$ cat config.mk
export PLATFORM = sky130hd
export DESIGN_NAME = adc_ms_result_avg
export DESIGN_NICKNAME = d
export VERILOG_FILES = /design/src/rtl/adc_ms_result_avg.sv
export SDC_FILE = /design/constraint.sdc
export NUM_CORES = 1
export LEC_CHECK = 0
export BUFFER_PORTS_ARGS = -buffer_cell sky130_fd_sc_hd__buf_2
export CAP_MARGIN = 20
export CORE_AREA = 3 3 211 213
export DETAILED_ROUTE_END_ITERATION = 16
export DIE_AREA = 0 0 214 216
export PLACE_DENSITY_LB_ADDON = 0.08
export SLEW_MARGIN = 15
export SYNTH_ARGS = -nofsm -noshare
export SYNTH_HDL_FRONTEND = slang
export SYNTH_SLANG_ARGS = --single-unit
$ cat constraint.sdc
create_clock -name mclk -period 6.5 [get_ports mclk]
set_clock_uncertainty 0.1 [all_clocks]
set_input_delay 0.975 -clock mclk [delete_from_list [all_inputs] [get_ports mclk]]
set_output_delay 0.975 -clock mclk [all_outputs]
set_load 0.01 [all_outputs]
$ cat src/rtl/adc_ms_result_avg.sv
// Multislope ADC result post-processor: converts each 48-bit result word to a signed
// charge-balance value, averages blocks of 2^avg_log2 samples and presents the mean on a valid/ready register.
module adc_ms_result_avg #(
    parameter int unsigned RUNUP_WEIGHT = 3200
) (
    input  logic        mclk,
    input  logic        rst,
    input  logic        res_valid,
    input  logic [47:0] res_data,
    input  logic [3:0]  avg_log2,
    input  logic        acc_clr,
    output logic        out_valid,
    input  logic        out_ready,
    output logic [31:0] out_data,
    output logic        out_range_err,
    output logic        out_overrun
);

    localparam logic signed [31:0] LP_WEIGHT = 32'(RUNUP_WEIGHT);

    logic [14:0] w_runup_cnt;
    logic [14:0] w_runup_set;
    logic        w_rd_sign;
    logic [15:0] w_rd_cnt;
    assign w_runup_cnt = res_data[46:32];
    assign w_rd_sign   = res_data[31];
    assign w_runup_set = res_data[30:16];
    assign w_rd_cnt    = res_data[15:0];

    logic signed [16:0] w_runup_term;
    logic signed [16:0] w_rd_signed;
    logic               w_sample_err;
    assign w_runup_term = $signed({1'b0, w_runup_cnt, 1'b0}) - $signed({2'b00, w_runup_set}) - 17'sd1;
    assign w_rd_signed  = w_rd_sign ? -$signed({1'b0, w_rd_cnt}) : $signed({1'b0, w_rd_cnt});
    assign w_sample_err = (w_runup_cnt > w_runup_set) || (w_rd_cnt == 16'hFFFF);

    logic               r_s1_valid;
    logic signed [16:0] r_s1_runup;
    logic signed [16:0] r_s1_rd;
    logic               r_s1_err;
    logic               r_s2_valid;
    logic signed [31:0] r_s2_v;
    logic               r_s2_err;

    logic signed [31:0] w_v;
    assign w_v = LP_WEIGHT * $signed({{15{r_s1_runup[16]}}, r_s1_runup})
               + $signed({{15{r_s1_rd[16]}}, r_s1_rd});

    // acc_clr drops both the incoming strobe and whatever is already in S1/S2.
    always_ff @(posedge mclk) begin
        if (rst) begin
            r_s1_valid <= 1'b0;
            r_s1_runup <= '0;
            r_s1_rd    <= '0;
            r_s1_err   <= 1'b0;
            r_s2_valid <= 1'b0;
            r_s2_v     <= '0;
            r_s2_err   <= 1'b0;
        end else begin
            r_s1_valid <= res_valid && !acc_clr;
            r_s1_runup <= w_runup_term;
            r_s1_rd    <= w_rd_signed;
            r_s1_err   <= w_sample_err;
            r_s2_valid <= r_s1_valid && !acc_clr;
            r_s2_v     <= w_v;
            r_s2_err   <= r_s1_err;
        end
    end

    logic signed [39:0] r_acc;
    logic [8:0]         r_cnt;
    logic               r_err;
    logic [3:0]         r_log2;

    logic signed [39:0] w_acc_next;
    logic [8:0]         w_cnt_next;
    logic               w_err_next;
    logic [3:0]         w_log2_next;

    logic [3:0]         w_log2_sel;
    logic [3:0]         w_log2_eff;
    logic signed [39:0] w_acc_sum;
    logic [8:0]         w_cnt_inc;
    logic               w_err_sum;
    logic               w_block_done;
    logic signed [39:0] w_mean_full;

    // The block size is frozen when the first sample of a block reaches S3.
    assign w_log2_sel   = (avg_log2 > 4'd8) ? 4'd8 : avg_log2;
    assign w_log2_eff   = (r_cnt == 9'd0) ? w_log2_sel : r_log2;
    assign w_acc_sum    = r_acc + $signed({{8{r_s2_v[31]}}, r_s2_v});
    assign w_cnt_inc    = r_cnt + 9'd1;
    assign w_err_sum    = r_err | r_s2_err;
    assign w_block_done = r_s2_valid && !acc_clr && (w_cnt_inc == (9'd1 << w_log2_eff));
    assign w_mean_full  = w_acc_sum >>> w_log2_eff;

    logic w_unused;
    assign w_unused = ^{res_data[47], w_mean_full[39:32]};

    always_ff @(posedge mclk) begin
        if (rst) begin
            r_acc  <= '0;
            r_cnt  <= '0;
            r_err  <= 1'b0;
            r_log2 <= '0;
        end else begin
            r_acc  <= w_acc_next;
            r_cnt  <= w_cnt_next;
            r_err  <= w_err_next;
            r_log2 <= w_log2_next;
        end
    end

    // Single-state block control: the boundary is purely count-driven.
    always_comb begin
        w_acc_next  = r_acc;
        w_cnt_next  = r_cnt;
        w_err_next  = r_err;
        w_log2_next = r_log2;
        if (acc_clr) begin
            w_acc_next = '0;
            w_cnt_next = '0;
            w_err_next = 1'b0;
        end else if (r_s2_valid) begin
            w_log2_next = w_log2_eff;
            if (w_block_done) begin
                w_acc_next = '0;
                w_cnt_next = '0;
                w_err_next = 1'b0;
            end else begin
                w_acc_next = w_acc_sum;
                w_cnt_next = w_cnt_inc;
                w_err_next = w_err_sum;
            end
        end
    end

    logic        w_xfer;
    logic        w_out_valid_next;
    logic [31:0] w_out_data_next;
    logic        w_out_err_next;
    logic        w_overrun_next;

    always_comb begin
        w_xfer           = out_valid && out_ready;
        w_out_valid_next = w_block_done || (out_valid && !w_xfer);
        w_out_data_next  = w_block_done ? w_mean_full[31:0] : out_data;
        w_out_err_next   = w_block_done ? w_err_sum : out_range_err;
        w_overrun_next   = out_overrun || (w_block_done && out_valid && !w_xfer);
    end

    always_ff @(posedge mclk) begin
        if (rst) begin
            out_valid     <= 1'b0;
            out_data      <= '0;
            out_range_err <= 1'b0;
            out_overrun   <= 1'b0;
        end else begin
            out_valid     <= w_out_valid_next;
            out_data      <= w_out_data_next;
            out_range_err <= w_out_err_next;
            out_overrun   <= w_overrun_next;
        end
    end

endmodule

==> results_dict.tcl <==
set metrics [dict create \
    synthCells 1707 \
    reg2reg_from "r_s1_runup[1]" \
    dieHeight_um 216 \
    cp_data_arrival_time_ns 5.82 \
    area_delta_synth_final_pct 11.4 \
    routedWlPerCell_um 17.1 \
    p_leak_uw 0.00653 \
    synth_top_cells_by_count "nand2_1 (170), dfxtp_1 (158), nor2_1 (158)" \
    synth_cell_types 102 \
    ys.flop_type "dfxtp_1" \
    critPathKind "flop to flop" \
    path_cells "ha_1 > fa_1 > ha_1 > ha_1 > fa_1 > a21o_1 > a21oi_1 > o21bai_1 > a21o_1 > a21oi_1 > inv_1 > a21oi_1 > xnor2_1 > ha_1 > and4_1 > nand3_1 > a211oi_1 > nor2_1 > a21oi_1 > a21o_1 > a211oi_1 > a2111oi_0" \
    tritoncts.num_buffers 17 \
    min_path_cells 2 \
    routed_wl_mm 40.1 \
    place_ws_ns 0.854 \
    min-delay-start "r_s1_valid" \
    ys_async_sr_fraction_pct 0 \
    seq_area_frac_synth_pct 23.1 \
    finish.utilization_pct 35.6 \
    startpoint_type "flop" \
    cp.required_ns 6.71 \
    synth.top_cell.area_share_pct 23.1 \
    hp-class "flop to flop" \
    grt_pass1_wl_mm 66.6 \
    worstRegToRegCells 22 \
    die_area_sq_um 46200 \
    grt_start_max_net_pins 73 \
    powerDensity_nw_per_um2 252 \
    core_area_sq_um 42900 \
    routabilityCongestion 0.838 \
    portBuffers 90 \
    drive_gt1_share_pct 11.2 \
    worstReg2RegEnd "r_s2_v[25]" \
    fin_crit_ns 5.62 \
    synth-edff-count 0 \
    netlist_area_sq_um 13700 \
    fill_cells 4546 \
    cts_tree "done" \
    ir_drop_mv 0.143 \
    cts_root_buffer "clkbuf_16" \
    drc 0 \
    status "complete, no violations" \
    whs_ns 0.311 \
    fmax_mhz 178 \
    yosysWarningCount 0 \
    ant_nets 0 \
    antenna_found_initial 0 \
    worst_slack_ns 0.885 \
    crit_family "compound AO/OA/AOI/OAI gates" \
    die_width_um 214 \
    path_clk_slew_ns 0.07 \
    crit_slowest_cell "fa_1" \
    overflow 0 \
    slew_headroom_pct 39.0 \
    grt_pass1_vias 12300 \
    cts_setup_buffers 0 \
    cts_buffer_depth 2 \
    drt-initial-drc-count 660 \
    holdPathEnd "r_s2_valid" \
    end_kind "flop" \
    rows 76 \
    syn_nets 1932 \
    ys_ff_latch 158 \
    clk_latency_ns 0.46 \
    tightest_slew_ns 0.915 \
    setup_viol 0 \
    io_pins 92 \
    cts.sinks 158 \
    cts.hold.buffers_added 0 \
    critPathBufInv 1 \
    fin_nets 1968 \
    slew_violations 0 \
    dp_hpwl_mm 30.7 \
    hold_viol_final 0 \
    multi_input_area_sq_um 10000 \
    rsz0062_at_grt "false" \
    cap_violations 0 \
    synth_top_cell_by_area "dfxtp_1" \
    first_pass_iters 5 \
    max_stage_delay_ns 0.46 \
    yosysMostFrequentCell "nand2_1" \
    path_max_fanout 4 \
    n_antenna_cell 0 \
    grt_usage_pct 17.6 \
    ctsResizeCount 0 \
    h-tree-depth 4 \
    seqCellArea_sq_um 3160 \
    viasPerCell 5.29 \
    finalCritPeriodShare_pct 86.4 \
    start_util_pct 32.0 \
    power.total_uw 3850 \
    dr_total_vias 12400 \
    tns_ns 0 \
    ys_top_cells_by_area "dfxtp_1 (23%), ha_1 (14%), a21oi_1 (5.2%), nand2_1 (4.7%), nor2_1 (4.3%)" \
    syn_area_per_cell_sq_um 8.03 \
    reg2reg_slack_ns 0.88 \
]
cell families (layout without fill, tap and decap cells):
| kind of cell | Yosys count | after routing | synth area share, % |
|---|---|---|---|
| adder cells (fa/ha/maj) | 168 | 168 | 16.3 |
| AND/OR/NAND/NOR | 610 | 610 | 21.5 |
| multiplexers | 51 | 51 | 4.13 |
| AO/OA/AOI/OAI | 476 | 476 | 23.9 |
| XOR/XNOR | 105 | 105 | 6.85 |
| flip-flops | 158 | 158 | 23.1 |
| buffers and inverters | 139 | 188 | 4.17 |
state kept, by name, summed over array words and instances (netlist names):
signal / flops
r_acc: 40
out_data: 32
r_s2_v: 31
r_s1_rd: 17
r_s1_runup: 17
r_cnt: 9
r_log2: 4
out_overrun: 1
out_range_err: 1
out_valid: 1
r_err: 1
r_s1_err: 1
r_s1_valid: 1
r_s2_err: 1
r_s2_valid: 1
metal layers:
layer / track usage [%] / vias up / share of wire [%]
li1: - / 6335 / -
met4: 4.00 / 0 / 1.3
met2: 29.3 / 203 / 45
met3: 2.49 / 26 / 3.2
met5: 0 / - / 0
met1: 24.1 / 5820 / 50
worst max-delay path by stage:
stage	from	endpoint	slack, ns	depth (start not counted)
after floorplan	r_s1_runup[1]	r_s2_v[29]	1.50	19
after global placement	r_s1_runup[1]	r_s2_v[29]	0.91	19
after detailed placement	r_s1_runup[1]	r_s2_v[25]	0.85	22
after CTS	r_s1_runup[1]	r_s2_v[25]	0.81	22
after global routing	r_s1_runup[1]	r_s2_v[25]	0.39	22
final	r_s1_runup[1]	r_s2_v[25]	0.88	22
area by class of cell:
type | count | area share, %
clock buffers | 17 | 2.79
clock inverters | 15 | 1.27
inverters | 51 | 1.25
multi-input cells | 1410 | 65.5
flip-flops and latches | 158 | 20.7
well taps | 585 | 4.79
repair buffers | 105 | 3.70
per-stage QoR:
stage	cells	instance area, sq um
2_1_floorplan	1707	13700
3_3_place_gp	2309	14600
3_5_place_dp	2309	14600
4_1_cts	2341	15300
5_1_grt	2341	15300
6_report	2341	15300
worst register-to-register path, stage by stage, from the launching register on:
cell,delay [ns]
dfxtp_1,0.41
ha_1,0.28
fa_1,0.46
ha_1,0.30
ha_1,0.23
fa_1,0.40
a21o_1,0.20
a21oi_1,0.20
o21bai_1,0.09
a21o_1,0.21
a21oi_1,0.20
inv_1,0.06
a21oi_1,0.17
xnor2_1,0.09
ha_1,0.29
and4_1,0.25
nand3_1,0.09
a211oi_1,0.31
nor2_1,0.10
a21oi_1,0.35
a21o_1,0.18
a211oi_1,0.06
a2111oi_0,0.43
report_power, final:
part | internal (uW) | switching (uW) | leakage (uW) | total, uW
Combinational | 695 | 989 | 0.00494 | 1680
Clock | 586 | 487 | 0.000297 | 1070
Sequential | 1050 | 48.8 | 0.00129 | 1100
cells in the final DEF (no fill, tap or decap), types with 19 or more instances in the layout:
cell	count
xor2_1	46
dfxtp_1	158
nand2_1	170
ha_1	150
buf_2	89
xnor2_1	58
a21oi_1	143
inv_1	50
nor2_1	158
o21bai_1	23
nand3_1	84
mux2i_1	31
a211oi_1	28
nor3_1	41
a21o_1	37
nor2b_1	29
o21a_1	19
o21ai_0	51
Note: power is estimated with default switching activity, not from simulation.
